### config.mk
export PLATFORM = sky130hd
export DESIGN_NAME = optest_shr_seq_flat
export DESIGN_NICKNAME = d
export VERILOG_FILES = /design/src/rtl/optest_shr_seq_if.sv /design/src/rtl/optest_shr_seq.sv /design/src/flat_wrapper.sv
export SDC_FILE = /design/constraint.sdc
export NUM_CORES = 1
export LEC_CHECK = 0
export ABC_CLOCK_PERIOD_IN_PS = 3450
export CAP_MARGIN = 20
export CORE_ASPECT_RATIO = 1.2
export CORE_MARGIN = 2
export CORE_UTILIZATION = 45
export CTS_CLUSTER_SIZE = 20
export DETAILED_ROUTE_END_ITERATION = 16
export GPL_ROUTABILITY_DRIVEN = 0
export PLACE_DENSITY = 0.7
export SLEW_MARGIN = 5
export SYNTH_ARGS = -nofsm -noshare
export SYNTH_HDL_FRONTEND = slang
export SYNTH_SLANG_ARGS = --single-unit
### constraint.sdc
create_clock -name clk -period 3.45 [get_ports clk]
set_input_delay 0.69 -clock clk [delete_from_list [all_inputs] [get_ports clk]]
set_output_delay 0.69 -clock clk [all_outputs]
set_load 0.1 [all_outputs]
### src/rtl/optest_shr_seq_if.sv
// Start/done handshake bundle for the sequential shift unit.
// The master issues requests; the slave (the shift unit) reports busy/done and the result.
interface optest_shr_seq_if #(
    parameter int WIDTH = 8,
    parameter int AMTW  = 4
);
    logic             start;
    logic [3:0]       mode;
    logic [WIDTH-1:0] a;
    logic [AMTW-1:0]  amt;
    logic             busy;
    logic             done;
    logic [WIDTH-1:0] y;

    modport master (
        output start, mode, a, amt,
        input  busy, done, y
    );

    modport slave (
        input  start, mode, a, amt,
        output busy, done, y
    );
endinterface

### src/rtl/optest_shr_seq.sv
// Multi-cycle shifter: one 1-bit shift per clock, right (logical/arithmetic) or left
// when a signed amount is negative; step count saturates at WIDTH.
module optest_shr_seq #(
    parameter int WIDTH = 8,
    parameter int AMTW  = 4
) (
    input  logic             clk,
    input  logic             rst,
    optest_shr_seq_if.slave  bus
);
    localparam int CW = $clog2(WIDTH + 1);
    localparam logic [WIDTH-1:0] NOP_RESULT = WIDTH'(8'h42);

    typedef enum logic {IDLE, SHIFT} state_t;

    state_t                  state_q;
    logic [WIDTH-1:0]        acc_q;
    logic [WIDTH-1:0]        y_q;
    logic [CW-1:0]           cnt_q;
    logic                    left_q;
    logic                    arith_q;
    logic                    busy_q;
    logic                    done_q;

    logic signed [AMTW-1:0]  amt_s;
    logic [AMTW-1:0]         ld_mag;
    logic [WIDTH-1:0]        ld_acc;
    logic                    ld_left;
    logic                    ld_arith;

    function automatic logic [CW-1:0] sat_count(input logic [AMTW-1:0] mag);
        if (int'(mag) >= WIDTH)
            return CW'(WIDTH);
        else
            return CW'(mag);
    endfunction

    function automatic logic [WIDTH-1:0] shift1(input logic [WIDTH-1:0] v,
                                                input logic left,
                                                input logic arith);
        logic signed [WIDTH-1:0] vs;
        vs = v;
        if (left)
            return {v[WIDTH-2:0], 1'b0};
        else if (arith)
            return $unsigned(vs >>> 1);
        else
            return {1'b0, v[WIDTH-1:1]};
    endfunction

    assign amt_s = bus.amt;

    // Decode the request; -amt of the most negative value still yields its magnitude.
    always_comb begin
        ld_acc   = bus.a;
        ld_mag   = bus.amt;
        ld_left  = 1'b0;
        ld_arith = bus.mode[0];
        if (bus.mode[3:2] != 2'b00) begin
            ld_acc   = NOP_RESULT;
            ld_mag   = '0;
            ld_arith = 1'b0;
        end else if (bus.mode[1] && (amt_s < 0)) begin
            ld_left = 1'b1;
            ld_mag  = $unsigned(-amt_s);
        end
    end

    always_ff @(posedge clk or posedge rst) begin
        if (rst) begin
            state_q <= IDLE;
            acc_q   <= '0;
            y_q     <= '0;
            cnt_q   <= '0;
            left_q  <= 1'b0;
            arith_q <= 1'b0;
            busy_q  <= 1'b0;
            done_q  <= 1'b0;
        end else begin
            done_q <= 1'b0;
            case (state_q)
                IDLE: begin
                    if (bus.start) begin
                        acc_q   <= ld_acc;
                        cnt_q   <= sat_count(ld_mag);
                        left_q  <= ld_left;
                        arith_q <= ld_arith;
                        busy_q  <= 1'b1;
                        state_q <= SHIFT;
                    end
                end
                SHIFT: begin
                    if (cnt_q != '0) begin
                        acc_q <= shift1(acc_q, left_q, arith_q);
                        cnt_q <= cnt_q - CW'(1);
                    end else begin
                        y_q     <= acc_q;
                        done_q  <= 1'b1;
                        busy_q  <= 1'b0;
                        state_q <= IDLE;
                    end
                end
                default: state_q <= IDLE;
            endcase
        end
    end

    assign bus.busy = busy_q;
    assign bus.done = done_q;
    assign bus.y    = y_q;
endmodule

### src/flat_wrapper.sv
// flat-port wrapper written by rule: the top's interface ports become plain ports
module optest_shr_seq_flat 
#(
    parameter int WIDTH = 8,
    parameter int AMTW  = 4
)
  (clk, rst, bus_start, bus_mode, bus_a, bus_amt, bus_busy, bus_done, bus_y);
  optest_shr_seq_if #(.WIDTH(WIDTH), .AMTW(AMTW)) bus_i ();
  input  logic clk;
  input  logic rst;
  input wire logic [$bits(bus_i.start)-1:0] bus_start;
  input wire logic [$bits(bus_i.mode)-1:0] bus_mode;
  input wire logic [$bits(bus_i.a)-1:0] bus_a;
  input wire logic [$bits(bus_i.amt)-1:0] bus_amt;
  output wire logic [$bits(bus_i.busy)-1:0] bus_busy;
  output wire logic [$bits(bus_i.done)-1:0] bus_done;
  output wire logic [$bits(bus_i.y)-1:0] bus_y;
  assign bus_i.start = bus_start;
  assign bus_i.mode = bus_mode;
  assign bus_i.a = bus_a;
  assign bus_i.amt = bus_amt;
  assign bus_busy = bus_i.busy;
  assign bus_done = bus_i.done;
  assign bus_y = bus_i.y;
  optest_shr_seq #(.WIDTH(WIDTH), .AMTW(AMTW)) u_core (.clk(clk), .rst(rst), .bus(bus_i));
endmodule
==> run_results.csv, run 1 <==
group,metric,value,unit
hold_path,worst_hold_path_type,"reg -> reg",
floorplan,core_area,2790,sq um
worst_setup_path,end_kind,"primary output",
place,place_hpwl,2.07,mm
timing,setup_tns,0,ns
route,first_iter_violations,8,
timing,fmax,0.397,GHz
route,wl,2.65,mm
synthesis,syn_area,1320,sq um
clocking,ctsHoldBuffers,0,
final_layout,area.growth.synth_to_final,24.4,%
synthesis,synth-xor-area-share,0.0200,
final_layout,finalNetCount,173,
worst_setup_path,critPathBufInv,1,
final_layout,ff_latch_area,626,sq um
synthesis,synthCells,124,
final_layout,layout_commonest_cell,"clkdlybuf4s50_1",
clocking,root_buffer,"clkbuf_4",
worst_setup_path,max_stage_delay,1.13,ns
timing,min_period_over_period,0.730,
route,drt_pass1_iterations,4,
timing,tightest_slew,0.963,ns
final_layout,fill_cells,271,
final_layout,multi_input_area,629,sq um
timing,slew_headroom,0.356,
worst_setup_path,required,2.76,ns
route,vias_per_cell,5.30,
global_route,grt_max_degree,26,
floorplan,rows,21,
timing,hold_viol_final,0,
clocking,clk_pin_slew,0.15,ns
synthesis,synth-seq-cells,25,
route,wl_per_cell,14.3,microns
global_route,grt_antenna_before_repair,0,
worst_setup_path,arrival,1.83,ns
global_route,grt_pass1_wl,4.34,mm
floorplan,io-pin-count,29,
synthesis,avgSynthCellArea,10.6,sq um
route,vias,981,
worst_setup_path,cp_top_family,"buffers and inverters",
synthesis,synthMuxAreaShare,0.144,
synthesis,synth_compound_area_frac,0.144,
final_layout,final_cell_area,1640,sq um
worst_setup_path,path_cells,"clkdlybuf4s50_1",
clocking,htreeDepth,1,
worst_setup_path,crit_slowest_cell,"clkdlybuf4s50_1",
timing,fin_hold_ws,0.529,ns
timing,setup_viol,0,
clocking,insertion_delay,0.32,ns
timing,rsz0062_at_grt,"false",
synthesis,synthesis.nets,145,
synthesis,yosysWarnings,0,
final_layout,antennaDiodeCount,0,
worst_setup_path,cp-start-kind,"flip-flop",
route,ant_nets,0,
clocking,cts_setup_buffers,0,
synthesis,ys.flop_type,"dfrtp_1",
power,p_per_area,1040,nW/um^2
place,placed_area,1610,sq um
clocking,clkSinkCount,25,
floorplan,die_y,63.2,microns
floorplan,start_util,0.473,
synthesis,yosysUniqueCellTypes,36,
final_layout,drive_above_1_share,0.172,
floorplan,die_width,53.4,microns
place,place_inst,181,
global_route,grt_usage,0.172,
clocking,cts_buffer_depth,2,
worst_setup_path,worstSetupPathType,"reg -> out",
synthesis,seq_area_frac_synth,0.475,
place,portBuffers,28,
job,maxCapViolCount,0,
worst_setup_path,r2r_slack,1.25,ns
final_layout,final_cells,185,
synthesis,synth_top_family_by_area,"simple AND/OR/NAND/NOR gates",
global_route,gr-total-overflow,0,
power,vdd_drop_max,0.000457,V
timing,worst_slack,0.933,ns
timing,finClkSkew,0.0153,ns
global_route,grt_pass1_vias,1001,
floorplan,dieArea,3380,sq um
place,preCtsSetupSlack,1.22,ns
status,run_status,"finished, final reports clean",
power,leakagePower,0.701,nW
final_layout,layout_common_cells,"28 x clkdlybuf4s50_1, 25 x dfrtp_1, 14 x nor2_1, 14 x mux2_2, 13 x nand2_1",
clocking,cts_tree,"done",
timing,period_minus_slack,2.52,ns
route,drcViolationCount,0,
synthesis,yosys.area_share.simple,0.152,
clocking,cts_resized,0,
worst_setup_path,path_max_fanout,2,
synthesis,synthAdderAreaFrac,0.0190,
timing,slew_violations,0,
clocking,numCtsBuffers,3,
synthesis,synthArstFlopShare,1.00,
synthesis,synth_edf_count,0,
Yosys cell counts (all sizes together), types with 2 or more instances:
cell type	number	area, sq um
a21oi	3	18.8
a221oi	5	68.8
buf	5	31.3
dfrtp	25	626
ha	2	25.0
inv	8	30.0
mux2	15	169
mux2i	2	20.0
nand2	13	48.8
nand2b	2	12.5
nand3	2	10.0
nor2	14	52.6
nor3	2	21.3
o21ai	9	45.0
xnor2	3	26.3
area by class of cell:
| type | instances | area share |
|---|---|---|
| timing repair buffer | 28 | 0.171 |
| clock buffer | 3 | 0.0138 |
| inverter | 8 | 0.0183 |
| tap | 34 | 0.0260 |
| multi-input combinational | 86 | 0.384 |
| clock inverter | 1 | 0.00458 |
| sequential | 25 | 0.382 |
final timing paths:
check                                      from              end  cells after the start
max in group asynchronous                   rst   u_core.state_q                      2
worst min register to register  u_core.bus.y[1]  u_core.bus.y[1]                      1
min in group asynchronous                   rst  u_core.bus.done                      2
worst max register to register   u_core.state_q  u_core.acc_q[7]                      4
worst min-delay path            u_core.bus.y[1]  u_core.bus.y[1]                      1
worst max-delay path            u_core.bus.y[7]         bus_y[7]                      1
registers in the layout (all words and copies together) (netlist names):
signal / count
u_core.cnt_q: 4
u_core.left_q: 1
u_core.state_q: 1
u_core.arith_q: 1
u_core.bus.y: 8
u_core.bus.busy: 1
u_core.bus.done: 1
u_core.acc_q: 8
through the flow:
step	power (mW)	utilization
final	1.70	0.588
after detailed placement	1.59	0.577
after global routing	1.81	0.588
after CTS	1.71	0.588
after floorplan	1.37	-
after global placement	1.56	0.577
cell families (layout without fill, tap and decap cells):
kind of cell               Yosys count  in the layout
and+or+nand+nor                     40             40
DFF                                 25             25
AOI/OAI and AO/OA                   24             24
muxes                               17             17
buffers and inverters               13             40
xor gates and xnor gates             3              3
adders and majority gates            2              2
report_power, final:
group | internal, mW | switching, mW
combinational | 0.358 | 0.658
sequential | 0.428 | 0.128
clock | 0.0441 | 0.0873
total | 0.830 | 0.873
routing by layer:
metal,share of wire,wire length (microns),vias up,track usage
li1,-,-,492,-
met1,0.43,1140,460,0.192
met2,0.52,1380,27,0.315
met3,0.043,115,2,0.0355
met4,0.0072,19,0,0.0513
met5,0,0,-,0
Note: power is estimated with default switching activity, not from simulation.
==> inputs of run 2 (changes only) <==
--- a/config.mk
+++ b/config.mk
@@ -5,7 +5,7 @@
 export SDC_FILE = /design/constraint.sdc
 export NUM_CORES = 1
 export LEC_CHECK = 0
-export ABC_CLOCK_PERIOD_IN_PS = 3450
+export ABC_CLOCK_PERIOD_IN_PS = 2200
 export CAP_MARGIN = 20
 export CORE_ASPECT_RATIO = 1.2
 export CORE_MARGIN = 2
@@ -13,7 +13,7 @@
 export CTS_CLUSTER_SIZE = 20
 export DETAILED_ROUTE_END_ITERATION = 16
 export GPL_ROUTABILITY_DRIVEN = 0
-export PLACE_DENSITY = 0.7
+export PLACE_DENSITY = 0.73
 export SLEW_MARGIN = 5
 export SYNTH_ARGS = -nofsm -noshare
 export SYNTH_HDL_FRONTEND = slang
==> constraint.sdc (replaced) <==
create_clock -name clk -period 2.2 [get_ports clk]
set_input_delay 0.44 -clock clk [delete_from_list [all_inputs] [get_ports clk]]
set_output_delay 0.44 -clock clk [all_outputs]
set_load 0.1 [all_outputs]
==> run_results.csv, run 2 (synthesis gave the netlist of run 1 again) <==
group,metric,value,unit
floorplan,die_y,63.2,microns
timing,min_period_over_period,0.814,
timing,hold_viol_final,0,
clocking,ctsHoldBuffers,0,
final_layout,area.growth.synth_to_final,24.8,%
final_layout,fill_cells,269,
job,maxCapViolCount,0,
timing,slew_headroom,0.758,
floorplan,start_util,0.473,
timing,tightest_slew,0.363,ns
place,place_hpwl,2.08,mm
route,drcViolationCount,0,
timing,setup_tns,0,ns
route,wl_met3,176,microns
power,totalPowerFinal,2.67,mW
timing,slew_violations,0,
power,swShare,0.516,
timing,finClkSkew,0.00232,ns
global_route,grt_pass1_wl,4.46,mm
power,leakagePower,0.735,nW
power,p_sw,1.38,mW
global_route,gr-total-overflow,0,
timing,rsz0062_at_grt,"false",
floorplan,io-pin-count,29,
worst_setup_path,cp-start-kind,"flip-flop",
floorplan,core_area,2790,sq um
route,first_iter_violations,28,
floorplan,dieArea,3380,sq um
route,vias_per_cell,5.50,
route,ant_nets,0,
worst_setup_path,r2r_start,"u_core.cnt_q[0]",
clocking,clkSinkCount,25,
final_layout,finalNetCount,177,
global_route,grt_antenna_before_repair,0,
route,wl_met1,1.06,mm
clocking,cts_buffer_depth,2,
route,vias,1039,
timing,setup_viol,0,
floorplan,rows,21,
global_route,grt_pass1_vias,1091,
power,power.share.sequential,0.317,
route,wl,2.65,mm
clocking,cts_tree,"done",
global_route,grt_usage,0.176,
power,p_int,1.29,mW
worst_setup_path,startpoint,"u_core.cnt_q[0]",
timing,period_minus_slack,1.79,ns
worst_setup_path,end_kind,"flip-flop",
clocking,root_buffer,"clkbuf_4",
final_layout,layout_common_cells,"25 x dfrtp_1, 18 x clkdlybuf4s50_1, 14 x nor2_1, 14 x mux2_2, 14 x buf_4",
timing,fmax,0.558,GHz
route,drt_pass1_iterations,4,
floorplan,die_width,53.4,microns
route,wl_met2,1.37,mm
route,wl_per_cell,14.0,microns
clocking,clk_pin_slew,0.14,ns
clocking,insertion_delay,0.32,ns
worst_setup_path,arrival,2.01,ns
clocking,htreeDepth,1,
place,portBuffers,28,
worst_setup_path,worstSetupPathType,"reg -> reg",
clocking,cts_resized,0,
clocking,cts_setup_buffers,0,
power,vdd_drop_max,0.00100,V
final_layout,drive_above_1_share,0.258,
status,run_status,"finished, final reports clean",
power,combPwrFrac,0.604,
worst_setup_path,path_max_fanout,13,
route,highest_layer,"met4",
final_layout,layout_commonest_cell,"dfrtp_1",
power,clockPowerShare,0.079,
global_route,grt_max_degree,26,
clocking,numCtsBuffers,3,
final_layout,antennaDiodeCount,0,
hold_path,worst_hold_path_type,"in -> async",
worst_setup_path,required,2.42,ns
power,p_per_area,1630,nW/um^2
-- run 2: worst paths after layout --
kind / cells after the start / slack [ns] / endpoint
hold / removal: 3 / 0.47 / u_core.bus.done
max in group asynchronous: 3 / 1.50 / u_core.cnt_q[3]
min in group clk: 2 / 0.53 / u_core.bus.busy
hold reg to reg: 2 / 0.53 / u_core.bus.busy
setup reg to reg: 6 / 0.41 / u_core.acc_q[7]
setup / recovery: 6 / 0.41 / u_core.acc_q[7]
-- run 2: power by group through the flow --
stage          Clock, mW  Sequential (mW)  Combinational, mW
2_1_floorplan          0             1.39              0.755
3_3_place_gp           0            0.847               1.59
3_5_place_dp           0            0.863               1.62
4_1_cts            0.219            0.851               1.62
5_1_grt            0.234            0.880               1.73
6_report           0.210            0.846               1.61
-- run 2: layer usage --
layer / up-vias / global-route usage
met2: 42 / 0.310
met3: 4 / 0.0284
met5: - / 0
li1: 500 / -
met1: 493 / 0.200
met4: 0 / 0.0769
-- run 2: stage by stage --
| stage | std cells | area (sq um) | hold WS, ns | worst slack (ns) | util |
|---|---|---|---|---|---|
| finish | 189 | 1640 | 0.465 | 0.409 | 0.590 |
| global route | 189 | 1640 | 0.496 | 0.351 | 0.590 |
| CTS | 189 | 1640 | 0.471 | 0.422 | 0.590 |
| detailed placement | 185 | 1610 | 0.507 | 0.229 | 0.579 |
| global placement | 185 | 1610 | 0.491 | 0.270 | 0.579 |
| floorplan | 124 | 1320 | 0.467 | 0.590 | - |
-- run 2: area by class of cell --
cell class              instances  area [sq um]  share of cell area
clock buffers                   3          22.5              0.0137
clock inverters                 1          7.51             0.00457
inverters                       8          30.0              0.0183
multi-input cells              86           629               0.383
flip-flops and latches         25           626               0.381
well taps                      34          42.5              0.0259
repair buffers                 32           285               0.174
-- run 2: worst max-delay path, stage by stage (launching register included) --
cell      delay (ns)
dfrtp_1         0.38
inv_1           0.08
ha_1            0.25
and4bb_1        0.23
or2_4           0.30
a21oi_2         0.13
mux2_1          0.32
==> inputs of run 3 (changes only) <==
--- a/config.mk
+++ b/config.mk
@@ -5,7 +5,7 @@
 export SDC_FILE = /design/constraint.sdc
 export NUM_CORES = 1
 export LEC_CHECK = 0
-export ABC_CLOCK_PERIOD_IN_PS = 2200
+export ABC_CLOCK_PERIOD_IN_PS = 1500
 export CAP_MARGIN = 20
 export CORE_ASPECT_RATIO = 1.2
 export CORE_MARGIN = 2
==> constraint.sdc (replaced) <==
create_clock -name clk -period 1.5 [get_ports clk]
set_input_delay 0.3 -clock clk [delete_from_list [all_inputs] [get_ports clk]]
set_output_delay 0.3 -clock clk [all_outputs]
set_load 0.1 [all_outputs]
==> run_results.csv, run 3 (synthesis gave the netlist of run 1 again) <==
group,metric,value,unit
final_layout,layout_commonest_cell,"dfrtp_1",
worst_setup_path,path_depth,6,
global_route,gr-total-overflow,0,
global_route,grt_antenna_before_repair,0,
clocking,ctsHoldBuffers,0,
job,maxCapViolCount,0,
timing,hold_viol_final,0,
clocking,cts_buffer_depth,2,
clocking,root_buffer,"clkbuf_4",
global_route,grt_max_degree,26,
timing,slew_headroom,0.751,
timing,finClkSkew,0.00427,ns
timing,tightest_slew,0.374,ns
floorplan,die_y,63.2,microns
place,place_hpwl,2.33,mm
final_layout,drive_above_1_share,0.387,
worst_setup_path,end_kind,"flip-flop",
worst_setup_path,path_cells,"inv_2 > ha_4 > and4bb_1 > or2_4 > a21oi_2 > mux2_4",
clocking,htreeDepth,1,
clocking,numCtsBuffers,3,
timing,fmax,0.635,GHz
route,wl_per_cell,14.6,microns
clocking,cts_tree,"done",
power,vdd_drop_max,0.00143,V
final_layout,layout_common_cells,"25 x dfrtp_1, 21 x buf_4, 18 x clkdlybuf4s50_1",
final_layout,area.growth.synth_to_final,49.4,%
route,drt_pass1_iterations,4,
global_route,grt_usage,0.206,
worst_setup_path,cp-start-kind,"flip-flop",
route,ant_nets,0,
global_route,grt_pass1_vias,1212,
worst_setup_path,critPathBufInv,1,
clocking,insertion_delay,0.33,ns
hold_path,worst_hold_path_type,"in -> async",
floorplan,dieArea,3380,sq um
worst_setup_path,cp_top_family,"simple AND/OR/NAND/NOR gates",
floorplan,core_area,2790,sq um
route,vias,1129,
power,p_per_area,2390,nW/um^2
route,drcViolationCount,0,
floorplan,rows,21,
clocking,clk_pin_slew,0.14,ns
timing,setup_viol,6,
place,placed_area,1860,sq um
worst_setup_path,path_max_fanout,4,
power,totalPowerFinal,4.69,mW
status,failed_checks,"setup timing",
worst_setup_path,crit_slowest_cell,"dfrtp_1",
clocking,clkSinkCount,25,
route,vias_per_cell,5.45,
floorplan,die_width,53.4,microns
global_route,grt_pass1_wl,5.20,mm
worst_setup_path,r2r_slack,-0.08,ns
worst_setup_path,max_stage_delay,0.39,ns
route,wl,3.03,mm
timing,worst_slack,-0.0757,ns
floorplan,start_util,0.473,
place,portBuffers,28,
final_layout,antennaDiodeCount,0,
timing,period_minus_slack,1.58,ns
worst_setup_path,rr_worst_depth,6,
worst_setup_path,required,1.73,ns
final_layout,fill_cells,223,
route,first_iter_violations,20,
timing,rsz0062_at_grt,"true",
final_layout,final_cell_area,1970,sq um
power,leakagePower,0.876,nW
floorplan,io-pin-count,29,
worst_setup_path,worstSetupPathType,"reg -> reg",
timing,min_period_over_period,1.05,
status,run_status,"finished with violations",
final_layout,finalNetCount,195,
worst_setup_path,arrival,1.81,ns
timing,slew_violations,0,
run 3: cell types whose count changed in the layout (fill, tap and decap cells not counted), moves of 2 or more:
cell	before	now
mux2_4	0	2
buf_12	0	10
buf_4	14	21
inv_1	7	5
run 3: area by class of cell:
cell class	count	area (sq um)	area share
multi-input combinational	86	687	0.349
sequential	25	626	0.318
timing repair buffer	50	549	0.279
tap	34	42.5	0.0216
inverter	8	32.5	0.0165
clock buffer	3	22.5	0.0115
clock inverter	1	7.51	0.00382
run 3: where the power goes:
part	internal (mW)	total [mW]	switching, mW
Sequential	0.986	1.30	0.309
Clock	0.102	0.319	0.217
Combinational	1.37	3.08	1.71
run 3: worst register-to-register path: cells and delay by family (launching register included):
family | cells | cell delay, ns
flip-flops | 1 | 0.39
AO/OA/AOI/OAI | 1 | 0.12
adder cells (fa/ha/maj) | 1 | 0.15
multiplexers | 1 | 0.30
AND/OR/NAND/NOR | 2 | 0.46
buffers and inverters | 1 | 0.06
run 3: path summary, 6_finish.rpt:
kind | startpoint | endpoint
min in group clk | bus_mode[0] | u_core.arith_q
max | u_core.cnt_q[1] | u_core.acc_q[7]
min reg2reg | u_core.arith_q | u_core.arith_q
max in group asynchronous | rst | u_core.acc_q[2]
min | rst | u_core.bus.done
max reg2reg | u_core.cnt_q[1] | u_core.acc_q[7]
run 3: per-stage QoR:
stage	instances	utilization	hold WS, ns	setup WS (ns)	setup TNS, ns
after floorplan	124	-	0.327	-0.0583	-0.149
final	207	0.706	0.300	-0.0757	-0.190
after global routing	207	0.706	0.338	-0.0971	-0.663
after CTS	207	0.695	0.303	-0.0943	-0.442
after detailed placement	201	0.668	0.506	-0.241	-2.16
after global placement	201	0.668	0.499	-0.165	-1.45
run 3: per-layer routing:
layer / global-route usage / vias to the layer above / share of wire
li1: - / 541 / -
met1: 0.233 / 540 / 0.39
met2: 0.377 / 37 / 0.53
met3: 0.0332 / 11 / 0.054
met4: 0.0673 / 0 / 0.028
met5: 0 / - / 0
run 3: timing repair:
item,4_1_cts,5_1_grt
setup buffers,2,0
gates resized for setup,8,5
endpoints found under the setup margin,16,17
pin swaps,3,4
